**src/rtl/uart_tx_frame_ctrl_pkg.sv**
```systemverilog
// Shared UART transmit definitions: frame states and line-level constants.
package uart_tx_frame_ctrl_pkg;

  typedef enum logic [2:0] {
    IDLE   = 3'd0,
    START  = 3'd1,
    DATA   = 3'd2,
    PARITY = 3'd3,
    STOP   = 3'd4
  } uart_state_e;

  localparam logic LINE_IDLE = 1'b1;
  localparam logic START_BIT = 1'b0;
  localparam logic STOP_BIT  = 1'b1;

  localparam logic PAR_EVEN  = 1'b0;
  localparam logic PAR_ODD   = 1'b1;

endpackage

```
**src/rtl/uart_tx_frame_ctrl_parity_calc.sv**
```systemverilog
// Combinational parity generator: XOR reduction of the data word with even/odd select.
module uart_parity_calc
  import uart_tx_frame_ctrl_pkg::*;
#(
  parameter int DATA_WIDTH = 8
) (
  input  logic [DATA_WIDTH-1:0] data,
  input  logic                  par_typ,
  output logic                  par_bit
);

  function automatic logic reduce_xor(input logic [DATA_WIDTH-1:0] d);
    return ^d;
  endfunction

  // Even parity is the plain XOR; odd parity is its inverse.
  always_comb begin
    par_bit = 1'b0;
    if (par_typ == PAR_ODD) begin
      par_bit = ~reduce_xor(data);
    end else begin
      par_bit = reduce_xor(data);
    end
  end

endmodule

```
**src/rtl/uart_tx_frame_ctrl.sv**
```systemverilog
// UART transmit frame controller: sequences start, serializer data, optional parity
// and stop bits onto the line, with a watchdog against a stalled serializer.
module uart_tx_frame_ctrl
  import uart_tx_frame_ctrl_pkg::*;
#(
  parameter int DATA_WIDTH   = 8,
  parameter int DATA_TIMEOUT = 16
) (
  input  logic                  CLK,
  input  logic                  RST,
  input  logic [DATA_WIDTH-1:0] P_DATA,
  input  logic                  DATA_VALID,
  input  logic                  PAR_EN,
  input  logic                  PAR_TYP,
  input  logic                  ser_data,
  input  logic                  ser_done,
  output logic                  ser_en,
  output logic                  busy,
  output logic                  TX_OUT,
  output logic                  FRAME_ERR
);

  localparam int CNT_W = $clog2(DATA_TIMEOUT + 1);
  localparam logic [CNT_W-1:0] CNT_MAX  = CNT_W'(DATA_TIMEOUT);
  localparam logic [CNT_W-1:0] CNT_LAST = CNT_W'(DATA_TIMEOUT - 1);

  uart_state_e      state_r;
  logic             par_bit_r;
  logic             par_en_r;
  logic             frame_err_r;
  logic [CNT_W-1:0] wdog_r;
  logic             par_bit_s;
  logic             wdog_exp_s;

  uart_parity_calc #(
    .DATA_WIDTH(DATA_WIDTH)
  ) u_parity (
    .data    (P_DATA),
    .par_typ (PAR_TYP),
    .par_bit (par_bit_s)
  );

  // The current DATA cycle is the last one allowed once the count reaches TIMEOUT-1.
  assign wdog_exp_s = (wdog_r >= CNT_LAST);

  // Frame sequencer, parity/enable capture, watchdog and error pulse.
  always_ff @(posedge CLK or negedge RST) begin
    if (!RST) begin
      state_r     <= IDLE;
      par_bit_r   <= 1'b0;
      par_en_r    <= 1'b0;
      frame_err_r <= 1'b0;
      wdog_r      <= '0;
    end else begin
      frame_err_r <= 1'b0;
      case (state_r)
        IDLE: begin
          if (DATA_VALID) begin
            state_r   <= START;
            par_bit_r <= par_bit_s;
            par_en_r  <= PAR_EN;
          end else begin
            state_r <= IDLE;
          end
        end
        START: begin
          state_r <= DATA;
          wdog_r  <= '0;
        end
        DATA: begin
          if (wdog_r != CNT_MAX) begin
            wdog_r <= wdog_r + CNT_W'(1);
          end else begin
            wdog_r <= wdog_r;
          end
          // A completion seen on the final allowed cycle still counts as a clean exit.
          if (ser_done) begin
            state_r <= par_en_r ? PARITY : STOP;
          end else if (wdog_exp_s) begin
            state_r     <= STOP;
            frame_err_r <= 1'b1;
          end else begin
            state_r <= DATA;
          end
        end
        PARITY: begin
          state_r <= STOP;
        end
        STOP: begin
          state_r <= IDLE;
        end
        default: begin
          state_r <= IDLE;
        end
      endcase
    end
  end

  // Line and serializer control decode from the current state.
  always_comb begin
    TX_OUT = LINE_IDLE;
    busy   = 1'b1;
    ser_en = 1'b0;
    case (state_r)
      IDLE: begin
        busy = 1'b0;
      end
      START: begin
        TX_OUT = START_BIT;
      end
      DATA: begin
        TX_OUT = ser_data;
        ser_en = 1'b1;
      end
      PARITY: begin
        TX_OUT = par_bit_r;
      end
      STOP: begin
        TX_OUT = STOP_BIT;
      end
      default: begin
        TX_OUT = LINE_IDLE;
        busy   = 1'b0;
      end
    endcase
  end

  assign FRAME_ERR = frame_err_r;

endmodule

```
**config.mk**
```make
export PLATFORM = sky130hd
export DESIGN_NAME = uart_tx_frame_ctrl
export DESIGN_NICKNAME = d
export VERILOG_FILES = /design/src/rtl/uart_tx_frame_ctrl_pkg.sv /design/src/rtl/uart_tx_frame_ctrl_parity_calc.sv /design/src/rtl/uart_tx_frame_ctrl.sv
export SDC_FILE = /design/constraint.sdc
export NUM_CORES = 1
export LEC_CHECK = 0
export CORE_MARGIN = 2
export CORE_UTILIZATION = 45
export DETAILED_ROUTE_END_ITERATION = 8
export PLACE_DENSITY = 0.71
export SETUP_SLACK_MARGIN = 0.02
export SLEW_MARGIN = 20
export SYNTH_ARGS = -nofsm -noshare
export SYNTH_HDL_FRONTEND = slang
export SYNTH_HIERARCHICAL = 1
export SYNTH_SLANG_ARGS = --single-unit
```
**constraint.sdc**
```tcl
create_clock -name CLK -period 2.52 [get_ports CLK]
set_input_delay 0.504 -clock CLK [delete_from_list [all_inputs] [get_ports CLK]]
set_output_delay 0.504 -clock CLK [all_outputs]
set_load 0.01 [all_outputs]
```
======== Word level (Yosys, flattened, before mapping) ========
Cells that the tools add are included.
W data, S select, Z words.
storage, ports and cells
  register bits after elaboration ......... 11
  output and inout port bits .............. 4
  input bits .............................. 15
  word-level logic and storage cells ...... 34
cells by class
  $lt $le $gt $ge ......................... 1
  reduce and logical (&&, ||, !) cells .... 6
  add/sub/neg operators ................... 1
  equal/unequal tests ..................... 6
  muxes and demuxes ....................... 14
  bitwise gates (word level) .............. 1
operator list
  cell                   number
  $pmux W3 S4            1
  $pmux W5 S2            1
  $mux W3                3
  $reduce_xor A8 Y1      1
  $mux W1                7
  $eq A3 B2 Y1 const B   2
  $add A5 B1 Y5 const B  1
  $ge A5 B4 Y1 const B   1
  $mux W5                1
  $ne A5 B5 Y1 const B   1
  $reduce_and A2 Y1      2
  $reduce_or A4 Y1       1
  $eq A3 B1 Y1 const B   1
  $eq A3 B3 Y1 const B   1
  $logic_not A3 Y1       1
  $pmux W1 S3            1
  $ne A2 B2 Y1 const B   1
  $reduce_bool A2 Y1     1
  $not A1 Y1             1

======== Logic depth before layout (Yosys ltp) ========
Gate-level depths: netlist (run 1).
  word-level depth ........................ 4
  gate-level depth with buffers ........... 6
  gate-level depth less buffers ........... 6

======== Modules after synthesis ========
The synthesis (run 1) kept the hierarchy.
by module, submodules not included
  module              seq. area each (um^2)  area an instance (um^2)  instances  cells an instance
  uart_tx_frame_ctrl  275.3                  714.4                    1          76
  uart_parity_calc    0.0                    82.6                     1          7

======== Worst setup path before layout (run 1) ========
No wires, ideal clock.
  kind .................................... flip-flop to flip-flop
  start ................................... reg wdog_r[0]
  end ..................................... reg wdog_r[4]
  period minus slack after synthesis ...... 1.701 ns
  slack ................................... 0.819 ns
  cell stages (with the launch flop) ...... 6
  library setup time ...................... 0.087 ns
  data required time ...................... 2.433 ns
  data arrival time ....................... 1.614 ns
  cell sequence ........................... dfrtp_1 ha_1 and3_2 ha_1 or4_1 o211ai_1
between the ends
  cells in the longest elaborated chain, start to end .. 3
  elaborated cells between the ends (all ways) .. 6
  classes of those cells .................. 1 x add/sub; 2 x eq/ne; 2 x mux; 1 x reduce/logical
ends and longest elaborated chain
  what                                                     line                                                RTL
  from (decl)                                              uart_tx_frame_ctrl.sv:31                            logic [CNT_W-1:0] wdog_r;
  from (signal assigned)                                   uart_tx_frame_ctrl.sv:72                            wdog_r <= wdog_r + CNT_W'(1);
  from (signal assigned)                                   uart_tx_frame_ctrl.sv:74                            wdog_r <= wdog_r;
  $add A5 B1 Y5 / $ne A5 B5 Y1 (equally long branches)     uart_tx_frame_ctrl.sv:72, uart_tx_frame_ctrl.sv:71
  $mux W5 / $ne A2 B2 Y1 (equally long branches)           -
  $pmux W5 S2 / $reduce_and A2 Y1 (equally long branches)  -
Several ways; a longest one is shown, not always the timed one. The select of a mux whose other input is x is not followed.
A chain may end at the register's enable or synchronous reset.

======== Final worst setup path (run 1) ========
  start ................................... reg state_r[1]
  end ..................................... out busy
between the ends
  cells in the longest elaborated chain, start to end .. 3
  elaborated cells between the ends (all ways) .. 6
  classes of those cells .................. 4 x eq/ne; 1 x mux; 1 x reduce/logical
ends and longest elaborated chain
  what                                        line                       RTL
  from (decl)                                 uart_tx_frame_ctrl.sv:27   uart_state_e state_r;
  from (signal assigned)                      uart_tx_frame_ctrl.sv:78   state_r <= par_en_r ? PARITY : STOP;
  $eq A3 B2 Y1, or another cell as far along  uart_tx_frame_ctrl.sv:104  case (state_r)
  $reduce_or A4 Y1 (no source line) (*)       -
  $mux W1 (*)                                 uart_tx_frame_ctrl.sv:104
  to (decl)                                   uart_tx_frame_ctrl.sv:18   output logic busy,
Every way passes the cells marked *; elsewhere a longest branch is shown, timed or not.

==> impl_metrics.env, run 1 <==
export IMPL_maxSlewViolCount=0
export IMPL_antenna_found_initial=0
export IMPL_power_leakage_nw=0.433
export IMPL_timing_final_hold_violations=0
export IMPL_finalWirelength_um=1830
export IMPL_synth_edf_count=0
export IMPL_clkPwrFrac_pct=13.8
export IMPL_synth_cell_types=42
export IMPL_grt_pass1_vias=657
export IMPL_seq_power_share_pct=33.1
export IMPL_syn_nets=101
export IMPL_start_util_pct=47.2
export IMPL_clkLatencyLatePin_ps=280
export IMPL_ys_warn_count=6
export IMPL_avgSynthCellArea_um2=9.60
export IMPL_wl_per_cell_um=15.0
export IMPL_skew_ps=4.94
export IMPL_place_detailed_hpwl_um=1350
export IMPL_yosysSeqAreaShare_pct=34.5
export IMPL_num_nets_final=124
export IMPL_syn_area_um2=797
export IMPL_end_kind="primary output"
export IMPL_crit_fanout=6
export IMPL_drc=0
export IMPL_setup_violations=0
export IMPL_root_buffer="clkbuf_4"
export IMPL_antenna_cells=0
export IMPL_switching_share_pct=40.9
export IMPL_startpoint_type="flop"
export IMPL_synth_seq_cells=11
export IMPL_tritoncts="done"
export IMPL_num_vias=723
export IMPL_final_period_utilization_pct=94.2
export IMPL_path_class="flop to primary output"
export IMPL_post_cts_setup_buffer_count=0
export IMPL_routed_via_density=5.93
export IMPL_clock_sinks=11
export IMPL_powerDensity_nw_per_um2=920
export IMPL_clock_fmax_mhz=421
export IMPL_max_cap_violations=0
export IMPL_grt_overflow=0
export IMPL_layout_drive_gt1_share_pct=13.3
export IMPL_die_height_um=46.1
export IMPL_drtIter0Drc=25
export IMPL_io_buffers=18
export IMPL_p_int_mw=0.559
export IMPL_outcome="finished clean"
export IMPL_gp_congestion=0.903
export IMPL_ioPinCount=19
export IMPL_combPwrFrac_pct=53.1
export IMPL_grt_pass1_wl_um=3060
export IMPL_cts_hold_buf=0
export IMPL_finalSetupTns_ps=0
export IMPL_arrival_ps=1870
export IMPL_rsz0062_at_grt="no"
export IMPL_critPathRequiredTime_ps=2020
export IMPL_ys_flop_type="dfrtp_1"
export IMPL_postRouteAntennaNets=0
export IMPL_grt_max_degree=15
export IMPL_period_minus_slack_ps=2370
export IMPL_fin_hold_ws_ps=512
export IMPL_hold_class="flop to flop"
export IMPL_rows=15
export IMPL_die_x_um=46.1
export IMPL_clk_pin_slew_worst_paths_ps=70
export IMPL_relSlewSlack_pct=65.1
export IMPL_syn2layout_area_growth_pct=29.2
export IMPL_core_um2=1690
export IMPL_ir_worst_vdd_mv=0.622
export IMPL_first_pass_iters=4
export IMPL_cts_resized=0
export IMPL_track_usage_pct=20.5
export IMPL_fill_cells=153
export IMPL_netlist_instances=83
export IMPL_async_reset_ff_share_pct=100
export IMPL_cts_path_max_buffers=2
export IMPL_multi_input_area_um2=489
export IMPL_h_tree_depth=1
export IMPL_layout_area_seq_um2=275
export IMPL_worst_pin_slew_ps=522
export IMPL_cts_made_buffers=3
export IMPL_die_area_um2=2120
export IMPL_final_util_pct=61.0
export IMPL_switchingPower_mw=0.388
-- cells by family after synthesis --
| group | Yosys count | synth area share [%] |
|---|---|---|
| and+or+nand+nor | 32 | 25.6 |
| AOI/OAI and AO/OA | 20 | 16.8 |
| DFF | 11 | 34.5 |
| xor gates and xnor gates | 8 | 11.5 |
| buffers and inverters | 7 | 4.08 |
| adders and majority gates | 3 | 4.71 |
| muxes | 2 | 2.83 |
-- metal layers --
metal / GRT usage [%] / wire length (um)
met1: 28.9 / 815
met2: 30.0 / 903
met5: 0 / 0
met4: 8.57 / 37
met3: 4.71 / 75
-- registers in the layout, summed over array words and instances (netlist names) --
signal / count
wdog_r: 5
state_r: 3
FRAME_ERR: 1
par_bit_r: 1
par_en_r: 1
-- worst paths after layout --
| kind | startpoint | slack (ps) | to | cells past startpoint |
|---|---|---|---|---|
| min | par_bit_r$_DFFE_PN0N_ | 510 | par_bit_r$_DFFE_PN0N_ | 1 |
| max | state_r[1]$_DFF_PN0_ | 150 | busy | 3 |
| min in group asynchronous | RST | 560 | FRAME_ERR$_DFF_PN0_ | 1 |
| max reg2reg | wdog_r[0]$_DFFE_PN0P_ | 670 | wdog_r[4]$_DFFE_PN0P_ | 5 |
| max in group asynchronous | RST | 1610 | par_bit_r$_DFFE_PN0N_ | 1 |
| min reg2reg | par_bit_r$_DFFE_PN0N_ | 510 | par_bit_r$_DFFE_PN0N_ | 1 |
-- worst max-delay path, cell delays in order (launching register included) --
cell and delay, ps:
dfrtp_1 460, nor2_1 400, xnor2_1 180, clkdlybuf4s50_1 560
-- Yosys cell counts (2+ instances only) --
library cell,count,area [um2]
ha_1,3,37.5
inv_1,4,15.0
o211ai_1,2,15.0
nor2b_1,2,12.5
a21oi_1,3,15.0
and3_2,2,15.0
xnor2_1,5,43.8
o21ai_0,4,20.0
buf_2,2,10.0
nor2_1,5,18.8
o21ai_1,2,10.0
nand2b_1,2,12.5
nand2_1,5,18.8
nand4b_1,2,17.5
dfrtp_1,11,275
mux2_2,2,22.5
nor3_1,2,10.0
-- stage by stage --
stage	setup WS [ps]	instance area (um2)	power (mW)	cells
2_1_floorplan	819	797	0.627	83
3_3_place_gp	266	1000	0.803	118
3_5_place_dp	261	1000	0.817	118
4_1_cts	136	1030	0.952	122
5_1_grt	45.7	1030	1.02	122
6_report	146	1030	0.947	122
-- cells in the final DEF (no fill, tap or decap), types with 2 or more instances in the layout --
cell type | netlist | routed
o21ai_1 | 2 | 2
nor2_1 | 5 | 5
nor3_1 | 2 | 2
nand2_1 | 5 | 5
nand2b_1 | 2 | 2
o21ai_0 | 4 | 4
ha_1 | 3 | 3
mux2_2 | 2 | 2
dfrtp_1 | 11 | 11
o211ai_1 | 2 | 2
clkdlybuf4s50_1 | 0 | 18
buf_4 | 1 | 3
a21oi_1 | 3 | 3
and3_2 | 2 | 2
nor2b_1 | 2 | 2
nand4b_1 | 2 | 2
clkbuf_4 | 0 | 3
inv_1 | 4 | 4
xnor2_1 | 5 | 5
-- cell type report --
cell class / instances / area share [%]
multi-input combinational: 65 / 47.5
sequential: 11 / 26.7
timing repair buffer: 21 / 19.7
clock buffer: 4 / 2.55
tap: 17 / 2.07
inverter: 4 / 1.46
-- power by group through the flow --
| stage | clock network [mW] | logic (mW) | registers, mW |
|---|---|---|---|
| 2_1_floorplan | 0 | 0.333 | 0.294 |
| 3_3_place_gp | 0 | 0.490 | 0.313 |
| 3_5_place_dp | 0 | 0.504 | 0.313 |
| 4_1_cts | 0.133 | 0.508 | 0.310 |
| 5_1_grt | 0.140 | 0.558 | 0.321 |
| 6_report | 0.131 | 0.503 | 0.313 |
Note: power is estimated with default switching activity, not from simulation.
==> inputs of run 2 (changes only) <==
--- a/config.mk
+++ b/config.mk
@@ -5,10 +5,11 @@
 export SDC_FILE = /design/constraint.sdc
 export NUM_CORES = 1
 export LEC_CHECK = 0
+export ABC_AREA = 1
 export CORE_MARGIN = 2
 export CORE_UTILIZATION = 45
 export DETAILED_ROUTE_END_ITERATION = 8
-export PLACE_DENSITY = 0.71
+export PLACE_DENSITY = 0.72
 export SETUP_SLACK_MARGIN = 0.02
 export SLEW_MARGIN = 20
 export SYNTH_ARGS = -nofsm -noshare
==> run 2 against run 1 <==
Against the previous run:
- worst hold slack worse by 3.9 ps
- critical path depth is 1 higher
- non-clock buffer count is 3 lower
- critical path type unchanged
- largest cell class unchanged
- sequential share of layout area is 0.77 points higher
==> impl_metrics.env, run 2 <==
export IMPL_timing_final_hold_violations=0
export IMPL_hold_start="par_bit_r$_DFFE_PN0N_"
export IMPL_post_cts_setup_buffer_count=0
export IMPL_grt_pass1_wl_um=2420
export IMPL_crit_fanout=6
export IMPL_synth_cell_types=15
export IMPL_die_area_um2=2070
export IMPL_finalSetupTns_ps=0
export IMPL_track_usage_pct=16.7
export IMPL_clk_pin_slew_worst_paths_ps=70
export IMPL_dp_slack_ps=405
export IMPL_antenna_cells=0
export IMPL_yosys_area_top_type="dfrtp_1"
export IMPL_layout_drive_gt1_share_pct=8.70
export IMPL_startpoint_type="flop"
export IMPL_die_x_um=45.5
export IMPL_final_cell_mix="nand2_1, inv_1, clkdlybuf4s50_1, nand3_1, dfrtp_1"
export IMPL_synthTopCellsByCount="nand2_1, inv_1, nand3_1, dfrtp_1, nor2_1"
export IMPL_hold_end="par_bit_r$_DFFE_PN0N_"
export IMPL_relSlewSlack_pct=67.9
export IMPL_ys_flop_type="dfrtp_1"
export IMPL_root_buffer="clkbuf_4"
export IMPL_synth_compound_area_share_pct=4.20
export IMPL_avgSynthCellArea_um2=6.68
export IMPL_synthMuxAreaShare_pct=0
export IMPL_power_leakage_nw=0.535
export IMPL_place_detailed_hpwl_um=1160
export IMPL_yosysSeqAreaShare_pct=35.5
export IMPL_final_period_utilization_pct=89.8
export IMPL_ys_warn_count=6
export IMPL_skew_ps=4.52
export IMPL_clock_fmax_mhz=442
export IMPL_antenna_found_initial=0
export IMPL_synth_seq_cells=11
export IMPL_critPathRequiredTime_ps=2020
export IMPL_cts_hold_buf=0
export IMPL_grt_max_degree=12
export IMPL_synth_xor_area_share_pct=2.26
export IMPL_arrival_ps=1760
export IMPL_syn_area_um2=774
export IMPL_final_common_cell="nand2_1"
export IMPL_num_nets_final=157
export IMPL_synth_most_common_cell="nand2_1"
export IMPL_ir_worst_vdd_mv=0.381
export IMPL_cts_made_buffers=3
export IMPL_end_kind="primary output"
export IMPL_grt_pass1_vias=645
export IMPL_slowest_delay_ps=530
export IMPL_drtIter0Drc=18
export IMPL_maxSlewViolCount=0
export IMPL_first_pass_iters=4
export IMPL_synth_edf_count=0
export IMPL_io_buffers=18
export IMPL_layout_setup_ws_ps=257
export IMPL_routed_via_density=4.86
export IMPL_reg_largest_list="wdog_r (5), state_r (3)"
export IMPL_drc=0
export IMPL_cts_resized=0
export IMPL_core_um2=1560
export IMPL_setup_violations=0
export IMPL_largest_register_ffs=5
export IMPL_path_class="flop to primary output"
export IMPL_finalWirelength_um=1420
export IMPL_synthAdderAreaFrac_pct=4.85
export IMPL_period_minus_slack_ps=2260
export IMPL_tritoncts="done"
export IMPL_reg2reg_depth=9
export IMPL_max_cap_violations=0
export IMPL_syn_nets=134
export IMPL_grt_overflow=0
export IMPL_clkLatencyLatePin_ps=270
export IMPL_path_cells="nor3_4 > nand2_1 > nand3_1 > clkdlybuf4s50_1"
export IMPL_synth_top_family_by_area="simple AND/OR/NAND/NOR gates"
export IMPL_die_height_um=45.5
export IMPL_rsz0062_at_grt="no"
export IMPL_synth_area_leaders="dfrtp_1, nand2_1, nand3_1, inv_1, ha_1"
export IMPL_synthSimpleGateAreaFrac_pct=42.5
export IMPL_h_tree_depth=1
export IMPL_gp_congestion=0.896
export IMPL_rows=14
export IMPL_rrSetupSlack_ps=1090
export IMPL_num_vias=749
export IMPL_netlist_instances=116
export IMPL_clock_sinks=11
export IMPL_async_reset_ff_share_pct=100
export IMPL_slowest_stage="clkdlybuf4s50_1"
export IMPL_hold_class="flop to flop"
export IMPL_start_util_pct=49.7
export IMPL_postRouteAntennaNets=0
export IMPL_powerDensity_nw_per_um2=806
export IMPL_r2r_end="state_r[1]$_DFF_PN0_"
export IMPL_timing_rr_start="wdog_r[0]$_DFFE_PN0P_"
export IMPL_syn2layout_area_growth_pct=29.2
export IMPL_worst_pin_slew_ps=480
export IMPL_top_register="wdog_r"
export IMPL_cts_path_max_buffers=2
export IMPL_yosysTopAreaCellShare_pct=35.5
export IMPL_outcome="finished clean"
export IMPL_wl_per_cell_um=9.21
export IMPL_ioPinCount=19
export IMPL_worstHoldPathCells=2
-- run 2: cell count changes after synthesis, moves of 3 or more --
cell     change
nand3_1     +15
nand2_1     +32
a21oi_1      -3
nor2_1       +4
xnor2_1      -5
inv_1       +17
nand2_2      +6
-- run 2: layout make-up --
type	instances	area [um2]
Tap cell	16	20.0
Sequential cell	11	275
Fill cell	149	558
Inverter	22	82.6
Clock buffer	4	26.3
Timing Repair Buffer	18	180
Multi-Input combinational cell	83	417
-- run 2: cells by family after synthesis --
family / after synthesis
and+or+nand+nor: 72
xor gates and xnor gates: 2
adders and majority gates: 3
AOI/OAI and AO/OA: 6
buffers and inverters: 22
DFF: 11
-- run 2: routing by layer --
metal / global-route usage [%] / vias to the layer above / share of wire [%]
li1: - / 405 / -
met4: 8.82 / 0 / 2.4
met2: 28.5 / 17 / 47
met5: 0 / - / 0
met3: 5.95 / 5 / 4.8
met1: 17.7 / 322 / 45
-- run 2: power by group --
part,switching [mW],leakage (nW),internal (mW)
Clock,0.0566,0.0150,0.0613
Sequential,0.0621,0.146,0.230
Combinational,0.221,0.374,0.175
-- run 2: worst max path at each step --
stage,startpoint,to
final,state_r[0]$_DFF_PN0_,TX_OUT
after global routing,state_r[0]$_DFF_PN0_,TX_OUT
after CTS,state_r[0]$_DFF_PN0_,TX_OUT
after detailed placement,ser_data,TX_OUT
after global placement,ser_data,TX_OUT
after floorplan,state_r[0]$_DFF_PN0_,TX_OUT
-- run 2: critical path: cells and delay by family, from the launching register on --
kind	cells	cell delay [ps]
buf+inv	1	530
simple gates	3	510
flops	1	450
-- run 2: stage by stage --
| step | hold slack (ps) | utilization (%) | std cells | instance area (um2) | power [mW] |
|---|---|---|---|---|---|
| 6_report | 508 | 64.2 | 154 | 1000 | 0.807 |
| 5_1_grt | 558 | 64.2 | 154 | 1000 | 0.887 |
| 4_1_cts | 521 | 64.2 | 154 | 1000 | 0.811 |
| 3_5_place_dp | 505 | 62.5 | 150 | 975 | 0.691 |
| 3_3_place_gp | 472 | 62.5 | 150 | 975 | 0.682 |
| 2_1_floorplan | 208 | - | 116 | 774 | 0.533 |
==> inputs of run 3 (changes only) <==
--- a/config.mk
+++ b/config.mk
@@ -9,7 +9,7 @@
 export CORE_MARGIN = 2
 export CORE_UTILIZATION = 45
 export DETAILED_ROUTE_END_ITERATION = 8
-export PLACE_DENSITY = 0.72
+export PLACE_DENSITY = 0.74
 export SETUP_SLACK_MARGIN = 0.02
 export SLEW_MARGIN = 20
 export SYNTH_ARGS = -nofsm -noshare
==> run 3 against run 2 <==
Against the previous run:
- maximum frequency is 0.94% higher
- via count is 0.13% higher
- sequential cell count stayed put
- critical path depth stayed put
- cell count stayed put
- non-clock buffer count stayed put
- combinational power hardly changed
==> impl_metrics.env, run 3 (same netlist as run 2, synthesis figures left out) <==
export IMPL_wl_per_cell_um=8.80
export IMPL_maxSlewViolCount=0
export IMPL_ir_worst_vdd_mv=0.426
export IMPL_die_height_um=45.5
export IMPL_routed_via_density=4.87
export IMPL_critical_path_depth=4
export IMPL_final_period_utilization_pct=89.0
export IMPL_largest_register_ffs=5
export IMPL_io_buffers=18
export IMPL_switchingPower_mw=0.334
export IMPL_drc=0
export IMPL_arrival_ps=1740
export IMPL_cts_path_max_buffers=2
export IMPL_cts_hold_buf=0
export IMPL_path_class="flop to primary output"
export IMPL_ioPinCount=19
export IMPL_worst_pin_slew_ps=482
export IMPL_num_vias=750
export IMPL_grt_pass1_vias=700
export IMPL_hold_class="flop to flop"
export IMPL_seq_power_share_pct=36.2
export IMPL_p_int_mw=0.467
export IMPL_max_cap_violations=0
export IMPL_die_area_um2=2070
export IMPL_critPathRequiredTime_ps=2020
export IMPL_rows=14
export IMPL_clkLatencyLatePin_ps=260
export IMPL_antenna_cells=0
export IMPL_fill_cells=135
export IMPL_die_x_um=45.5
export IMPL_cts_resized=0
export IMPL_place_detailed_hpwl_um=1140
export IMPL_clk_pin_slew_worst_paths_ps=60
export IMPL_top_register="wdog_r"
export IMPL_final_util_pct=64.2
export IMPL_relSlewSlack_pct=67.8
export IMPL_skew_ps=5.88
export IMPL_finalSetupTns_ps=0
export IMPL_startpoint_type="flop"
export IMPL_drtIter0Drc=18
export IMPL_design_area_um2=1000
export IMPL_placed_area_um2=975
export IMPL_switching_share_pct=41.7
export IMPL_track_usage_pct=17.4
export IMPL_rsz0062_at_grt="no"
export IMPL_power_total_mw=0.801
export IMPL_grt_overflow=0
export IMPL_worstHoldPathCells=2
export IMPL_start_util_pct=49.7
export IMPL_crit_fanout=6
export IMPL_crit_buf_inv=1
export IMPL_path_cells="nor3_4 > nand2_1 > nand3_1 > clkdlybuf4s50_1"
export IMPL_h_tree_depth=1
export IMPL_finalWirelength_um=1360
export IMPL_num_nets_final=157
export IMPL_powerDensity_nw_per_um2=800
export IMPL_fin_hold_ws_ps=484
export IMPL_reg2reg_depth=8
export IMPL_gp_congestion=0.899
export IMPL_clkPwrFrac_pct=14.3
export IMPL_layout_drive_gt1_share_pct=8.70
export IMPL_grt_pass1_wl_um=2700
export IMPL_outcome="finished clean"
export IMPL_clock_sinks=11
export IMPL_slowest_delay_ps=540
export IMPL_period_minus_slack_ps=2240
export IMPL_cp_top_family="buffers and inverters"
export IMPL_end_kind="primary output"
export IMPL_final_common_cell="nand2_1"
export IMPL_power_leakage_nw=0.535
export IMPL_root_buffer="clkbuf_4"
export IMPL_syn2layout_area_growth_pct=29.2
export IMPL_antenna_found_initial=0
export IMPL_postRouteAntennaNets=0
export IMPL_first_pass_iters=4
export IMPL_slowest_stage="clkdlybuf4s50_1"
export IMPL_grt_max_degree=12
export IMPL_timing_final_hold_violations=0
export IMPL_setup_violations=0
export IMPL_reg_largest_list="wdog_r (5), state_r (3)"
export IMPL_final_cell_mix="nand2_1, inv_1, clkdlybuf4s50_1, nand3_1, dfrtp_1"
export IMPL_combPwrFrac_pct=49.5
export IMPL_post_cts_setup_buffer_count=0
export IMPL_clock_fmax_mhz=446
export IMPL_tritoncts="done"
export IMPL_cts_made_buffers=3
export IMPL_core_um2=1560
-- run 3: cell counts in the layout (fill, tap and decap cells not counted) --
No cell type changed its count.
-- run 3: final cells by class --
cell class | instances | area (um2) | area share (%)
repair buffers | 18 | 180 | 18.0
inverters | 22 | 82.6 | 8.25
multi-input cells | 83 | 417 | 41.6
flip-flops and latches | 11 | 275 | 27.5
clock buffers | 4 | 26.3 | 2.63
well taps | 16 | 20.0 | 2.00
-- run 3: worst paths after layout --
path | start | end | slack, ps
worst min register to register | par_bit_r$_DFFE_PN0N_ | par_bit_r$_DFFE_PN0N_ | 480
min in group asynchronous | RST | FRAME_ERR$_DFF_PN0_ | 570
worst max register to register | wdog_r[0]$_DFFE_PN0P_ | state_r[2]$_DFF_PN0_ | 1080
max in group asynchronous | RST | par_en_r$_DFFE_PN0N_ | 1620
worst max-delay path | state_r[0]$_DFF_PN0_ | TX_OUT | 280
worst min-delay path | par_bit_r$_DFFE_PN0N_ | par_bit_r$_DFFE_PN0N_ | 480
-- run 3: worst min-delay path, stage by stage, from the launching register on --
cell,delay [ps]
dfrtp_1,340
nand2_1,50
o21ai_0,60
-- run 3: routing by layer --
metal	GRT usage [%]	vias to the layer above	wire (um)
li1	-	404	-
met1	20.8	325	621
met2	31.5	19	648
met3	2.38	2	60
met4	5.29	0	24
met5	0	-	0
-- run 3: per-stage QoR --
stage / setup slack, ps / cells
5_1_grt: 138 / 154
2_1_floorplan: 1040 / 116
6_report: 278 / 154
4_1_cts: 251 / 154
3_5_place_dp: 390 / 150
3_3_place_gp: 411 / 150
-- run 3: power groups by stage --
| stage | logic, mW | registers [mW] | clock network (mW) |
|---|---|---|---|
| 2_1_floorplan | 0.252 | 0.281 | 0 |
| 3_3_place_gp | 0.390 | 0.290 | 0 |
| 3_5_place_dp | 0.402 | 0.293 | 0 |
| 4_1_cts | 0.403 | 0.290 | 0.119 |
| 5_1_grt | 0.461 | 0.302 | 0.130 |
| 6_report | 0.396 | 0.290 | 0.115 |
==> variant 1, RTL diff (flow settings as in run 3) <==
Re-encode `uart_state_e` (5 states) as one-hot, 5 bits wide.
--- a/src/rtl/uart_tx_frame_ctrl_pkg.sv
+++ b/src/rtl/uart_tx_frame_ctrl_pkg.sv
@@ -1,12 +1,12 @@
 // Shared UART transmit definitions: frame states and line-level constants.
 package uart_tx_frame_ctrl_pkg;
 
-  typedef enum logic [2:0] {
-    IDLE   = 3'd0,
-    START  = 3'd1,
-    DATA   = 3'd2,
-    PARITY = 3'd3,
-    STOP   = 3'd4
+  typedef enum logic [4:0] {
+    IDLE   = 5'b00001,
+    START  = 5'b00010,
+    DATA   = 5'b00100,
+    PARITY = 5'b01000,
+    STOP   = 5'b10000
   } uart_state_e;
 
   localparam logic LINE_IDLE = 1'b1;
Check against the original RTL: same outputs for any inputs over 10 cycles, from zero or initial values and one cycle with RST low; not proved beyond that.
==> variant 1 against run 3 <==
Final cell count up 18%. Setup slack got worse by 0.13 ns. Sequential share of layout area is 0.78 points higher. Clock skew barely moved. Routed wire length rose by 32%. Sequential cell count up 2. Cell area increased by 15%. First-iteration DRC count fell by 22%. Largest power group is now sequential cells. Via count increased by 17%. Critical endpoint unchanged. Synthesized area up 18%. Power decreased by 12%. Die area is 16% higher. Register-to-register slack got worse by 0.03 ns. Non-clock buffer count stayed put.
==> variant 1: results (changes against run 3) <==
----------------------------------------------------
[Final layout]
  Registers with the most flip-flops ... state_r x5, wdog_r x5
  Number of fillers in the final layout ... 184 (+36%)
  Final-stage net count ... 174 (+11%)

[Outcome]
  Outcome ... finished, final reports clean

[Route]
  Metal2 WL ... 940 microns (+45%)
  Post-route met1 wirelength ... 748 microns (+20%)
  Number of vias in the routed layout ... 880 (+17%)
  Sum of met3 wire segment lengths after detailed routing ... 59 microns (-1.7%)
  Routed len/inst ... 9.81 microns (+12%)
  Number of DRC markers after the initial detailed-route iteration ... 14 (-4)

[Power and ir drop]
  Static Leak ... 0.633 nW (+18%)
  Largest voltage drop on the vdd net ... 246 uV (-42%)

[GRT]
  Global-route met1 utilization ... 19.3% (-1.6 points)
  Vias in the first global route ... 837 (+20%)
  Global router's overall resource usage ... 17.7% (+0.33 points)
  Global-route met3 utilization ... 2.15% (-0.23 points)
  Pin count of the biggest net entering global routing ... 14 (+2)
  Global Route met2 Usage ... 32.7% (+1.1 points)

[STA]
  Slew @ Worst Pin ... 0.593 ns (+0.111 ns)

[Logic synthesis]
  Net count of the mapped netlist ... 151 (+13%)
  Share of the yosys chip area belonging to registers ... 35.7% (+0.16 points)
  Top cell types by occurrence after synthesis ... 44 x nand2_1, 20 x inv_1, 18 x nand3_1
  Yosys cell types ... 19 (+4)
  Largest cells by area after synthesis ... dfrtp_1 33%, nand2_1 18%, nand3_1 9.8%, inv_1 8.2%, nand2_2 5.5%

[Worst setup path]
  Reg2reg setup slack ... 1.05 ns (-0.03 ns)
  Library cell contributing the largest single delay on the critical path ... dfstp_2
  Crit path arrival time ... 1.87 ns (+0.13 ns)

[Placement]
  Total half-perimeter wirelength after legalization and detailed placement ... 1.48 mm (+29%)
  Post-DP Area ... 0.00113 sq mm (+16%)
  Global placement routability congestion ... 0.825 (-8.2%)

----------------------------------------------------
==> variant 1: cell count changes after synthesis, moves of 2 or more <==
cell and delta:
inv_2 +2, nand2_1 +7, nand2_2 +2, nand3_1 +2, nand4_1 +2, nor2_2 +2, nor2_4 +2, o21ai_0 -5
==> variant 1: final cells by class <==
type | count | share of cell area (%)
flip-flops and latches | 13 | 28.3
well taps | 27 | 2.93
clock buffers | 4 | 2.28
multi-input cells | 96 | 43.1
inverters | 24 | 7.80
repair buffers | 18 | 15.6
==> variant 1: logic make-up (layout without fill, tap and decap cells) <==
logic type	Yosys count	count (layout)	share of synthesized area, %
AOI/OAI and AO/OA	2	2	1.50
buffers and inverters	24	46	9.85
DFF	13	13	35.7
adders and majority gates	3	3	4.10
and+or+nand+nor	89	89	46.9
xor gates and xnor gates	2	2	1.92
==> variant 1: report_power, final <==
group	internal, mW	switching [mW]
registers	0.259	0.0408
logic	0.115	0.162
clock network	0.0614	0.0645
total	0.435	0.267
==> variant 1: path summary, 6_finish.rpt <==
check,from,cells after the start,end
setup / recovery,state_r[0],7,TX_OUT
hold / removal,par_bit_r,2,par_bit_r
setup reg to reg,wdog_r[0],8,state_r[4]
hold reg to reg,par_bit_r,2,par_bit_r
max in group asynchronous,RST,1,state_r[4]
min in group asynchronous,RST,1,wdog_r[0]
==> variant 1: through the flow <==
step / utilization, % / worst slack [ns] / power, mW / hold WS, ns / std cells
floorplan: - / 1.04 / 0.487 / 0.208 / 133
global placement: 58.1 / 0.295 / 0.574 / 0.479 / 178
detailed placement: 58.1 / 0.273 / 0.583 / 0.473 / 178
CTS: 59.5 / 0.157 / 0.712 / 0.493 / 182
global route: 59.5 / 0.0332 / 0.762 / 0.523 / 182
finish: 59.5 / 0.150 / 0.702 / 0.493 / 182
==> variant 2, RTL diff (config.mk and constraints of run 3) <==
Made on the original files. `DATA_WIDTH` is set to 8 in 2 places; all go to 10.
--- a/src/rtl/uart_tx_frame_ctrl_parity_calc.sv
+++ b/src/rtl/uart_tx_frame_ctrl_parity_calc.sv
@@ -2,7 +2,7 @@
 module uart_parity_calc
   import uart_tx_frame_ctrl_pkg::*;
 #(
-  parameter int DATA_WIDTH = 8
+  parameter int DATA_WIDTH = 10
 ) (
   input  logic [DATA_WIDTH-1:0] data,
   input  logic                  par_typ,
--- a/src/rtl/uart_tx_frame_ctrl.sv
+++ b/src/rtl/uart_tx_frame_ctrl.sv
@@ -3,7 +3,7 @@
 module uart_tx_frame_ctrl
   import uart_tx_frame_ctrl_pkg::*;
 #(
-  parameter int DATA_WIDTH   = 8,
+  parameter int DATA_WIDTH   = 10,
   parameter int DATA_TIMEOUT = 16
 ) (
   input  logic                  CLK,
Ports: changed (resized P_DATA); port bits go from 19 to 21. No check against the original RTL was run, so the function may have changed too.
==> variant 2 against run 3 <==
Combinational power grew 6.8%. Sequential power is essentially flat. Routed wire length is 26% higher. Power grew 4.3%. Sequential cell count unchanged. Critical path depth unchanged. Synthesized area up 8.6%. Register-to-register slack lost 0.05 ns. Cell area is 9.7% higher. Global-route usage grew 0.14 points. Utilization is 1.3 points lower. Final cell count grew 19%. Setup slack lost 0.014 ns. Critical path type unchanged. Critical endpoint unchanged. Largest power group unchanged.
==> variant 2: results (changes against run 3) <==
----------------------------------------------------
[Outcome]
  Outcome ... finished, final reports clean

[Placement]
  Global placement routability congestion ... 0.824 (-8.3%)
  Total half-perimeter wirelength after legalization and detailed placement ... 1.39 mm (+21%)
  Count of port buffers added during placement ... 20 (+2)

[Worst setup path]
  Worst reg-to-reg path cell count ... 9 (+1)
  Launch point of the critical path ... state_r[0]
  Critical path peak fanout ... 6 (unchanged)
  Reg2reg setup slack ... 1.03 ns (-0.05 ns)
  End of the critical path ... TX_OUT
  Endpoint of the most critical register-to-register path ... state_r[1]
  Library cell contributing the largest single delay on the critical path ... clkdlybuf4s50_1
  Reg2Reg Launch Point ... wdog_r[0]
  Crit path arrival time ... ~1.8 ns
  Highest cell delay on the worst timing path ... 0.53 ns

[Final layout]
  Number of fillers in the final layout ... 168 (+24%)
  ANT cells ... 0 (unchanged)
  Proportion of layout cells with a drive suffix above 1 ... 8.23% (-0.47 points)
  Final-stage net count ... 179 (+14%)

[CTS]
  Count of hold-fix buffers inserted at cts ... 0 (unchanged)
  Worst-case clock buffer depth ... 2 (unchanged)
  Clock network latency to the later pin of the worst-skew pair ... 0.27 ns
  # H-tree levels ... 1 (unchanged)
  CTS clock-pin slew for the worst setup and hold paths ... around 0.070 ns
  Resize count post-CTS ... 0 (unchanged)
  Library cell used as clock root buffer ... clkbuf_4

[Logic synthesis]
  Warning count from the yosys run ... 6 (unchanged)
  Share of the yosys chip area belonging to registers ... 32.7% (-2.8 points)
  Top cell types by occurrence after synthesis ... 56 x nand2_1, 19 x inv_1, 15 x nand3_1
  Net count of the mapped netlist ... 154 (+15%)
  Largest cells by area after synthesis ... dfrtp_1 33%, nand2_1 25%, nand3_1 8.9%, inv_1 8.5%, ha_1 4.5%
  Ys flop type ... dfrtp_1
  Proportion of synthesized flip-flops having asynchronous set or reset ... 100% (unchanged)
  Number of instances in the synthesized netlist ... 134 (+16%)
  Yosys cell types ... 16 (+1)

[Route]
  Via/cell ratio ... 4.79 (-1.7%)
  Number of DRC markers after the initial detailed-route iteration ... 16 (-2)
  Routed len/inst ... 9.34 microns (+6.1%)
  First drt pass iteration count ... 4 (unchanged)
  Detailed Route WL ... 1.71 mm (+26%)

[Hold path]
  Worst Hold Class ... reg -> reg
  Hold depth ... 2 (unchanged)
  Startpoint of the most critical hold path ... par_bit_r

[GRT]
  Antenna violations before repair ... 0 (unchanged)
  Vias in the first global route ... 756 (+8.0%)
  Pin count of the biggest net entering global routing ... 12 (unchanged)
  First-pass GRT wire length ... 2.70 mm (unchanged)
  Global router's overall resource usage ... 17.5% (+0.14 points)

[STA]
  Final worst clock skew ... 0.00834 ns (+0.00245 ns)
  Worst slack on hold paths ... 0.519 ns (+0.0351 ns)
  Slew @ Worst Pin ... 0.497 ns (+0.0150 ns)

[Power and ir drop]
  Largest voltage drop on the vdd net ... 418 uV (-1.8%)
  Static Leak ... 0.588 nW (+9.9%)

----------------------------------------------------
variant 2: kinds of logic (layout without fill, tap and decap cells):
| family | after synthesis | after routing | share of synthesized area, % |
|---|---|---|---|
| AO/OA/AOI/OAI | 6 | 6 | 3.87 |
| XOR/XNOR | 3 | 3 | 3.13 |
| adder cells (fa/ha/maj) | 3 | 3 | 4.46 |
| buffers and inverters | 23 | 47 | 10.3 |
| flip-flops | 11 | 11 | 32.7 |
| AND/OR/NAND/NOR | 88 | 88 | 45.5 |
variant 2: area by class of cell:
| class | count | area (sq um) | area share (%) |
|---|---|---|---|
| Multi-Input combinational cell | 100 | 479 | 43.6 |
| Sequential cell | 11 | 275 | 25.1 |
| Timing Repair Buffer | 20 | 200 | 18.2 |
| Inverter | 23 | 86.3 | 7.86 |
| Tap cell | 25 | 31.3 | 2.85 |
| Clock buffer | 4 | 26.3 | 2.39 |
variant 2: metrics by stage:
stage          setup slack (ns)  instance area [sq um]  utilization, %
3_5_place_dp              0.396                   1070            61.4
4_1_cts                   0.242                   1100            62.9
3_3_place_gp              0.412                   1070            61.4
5_1_grt                   0.157                   1100            62.9
6_report                  0.264                   1100            62.9
2_1_floorplan              1.04                    841               -
variant 2: metal layers:
layer	wire (microns)	part of all wire, %	vias up	track usage, %
met2	860	50	30	32.7
met1	711	42	384	17.5
met3	96	5.6	4	3.85
met4	40	2.3	0	10.0
met5	0	0	-	0
li1	-	-	458	-
variant 2: critical path: cells and delay by family, from the launching register on:
kind                   cells  cell delay, ns
buffers and inverters      1            0.53
DFF                        1            0.45
and+or+nand+nor            3            0.51
variant 2: where the power goes:
part	total, mW	internal, mW	switching (mW)
Sequential	0.290	0.230	0.0598
Combinational	0.423	0.184	0.239
Clock	0.122	0.0613	0.0609
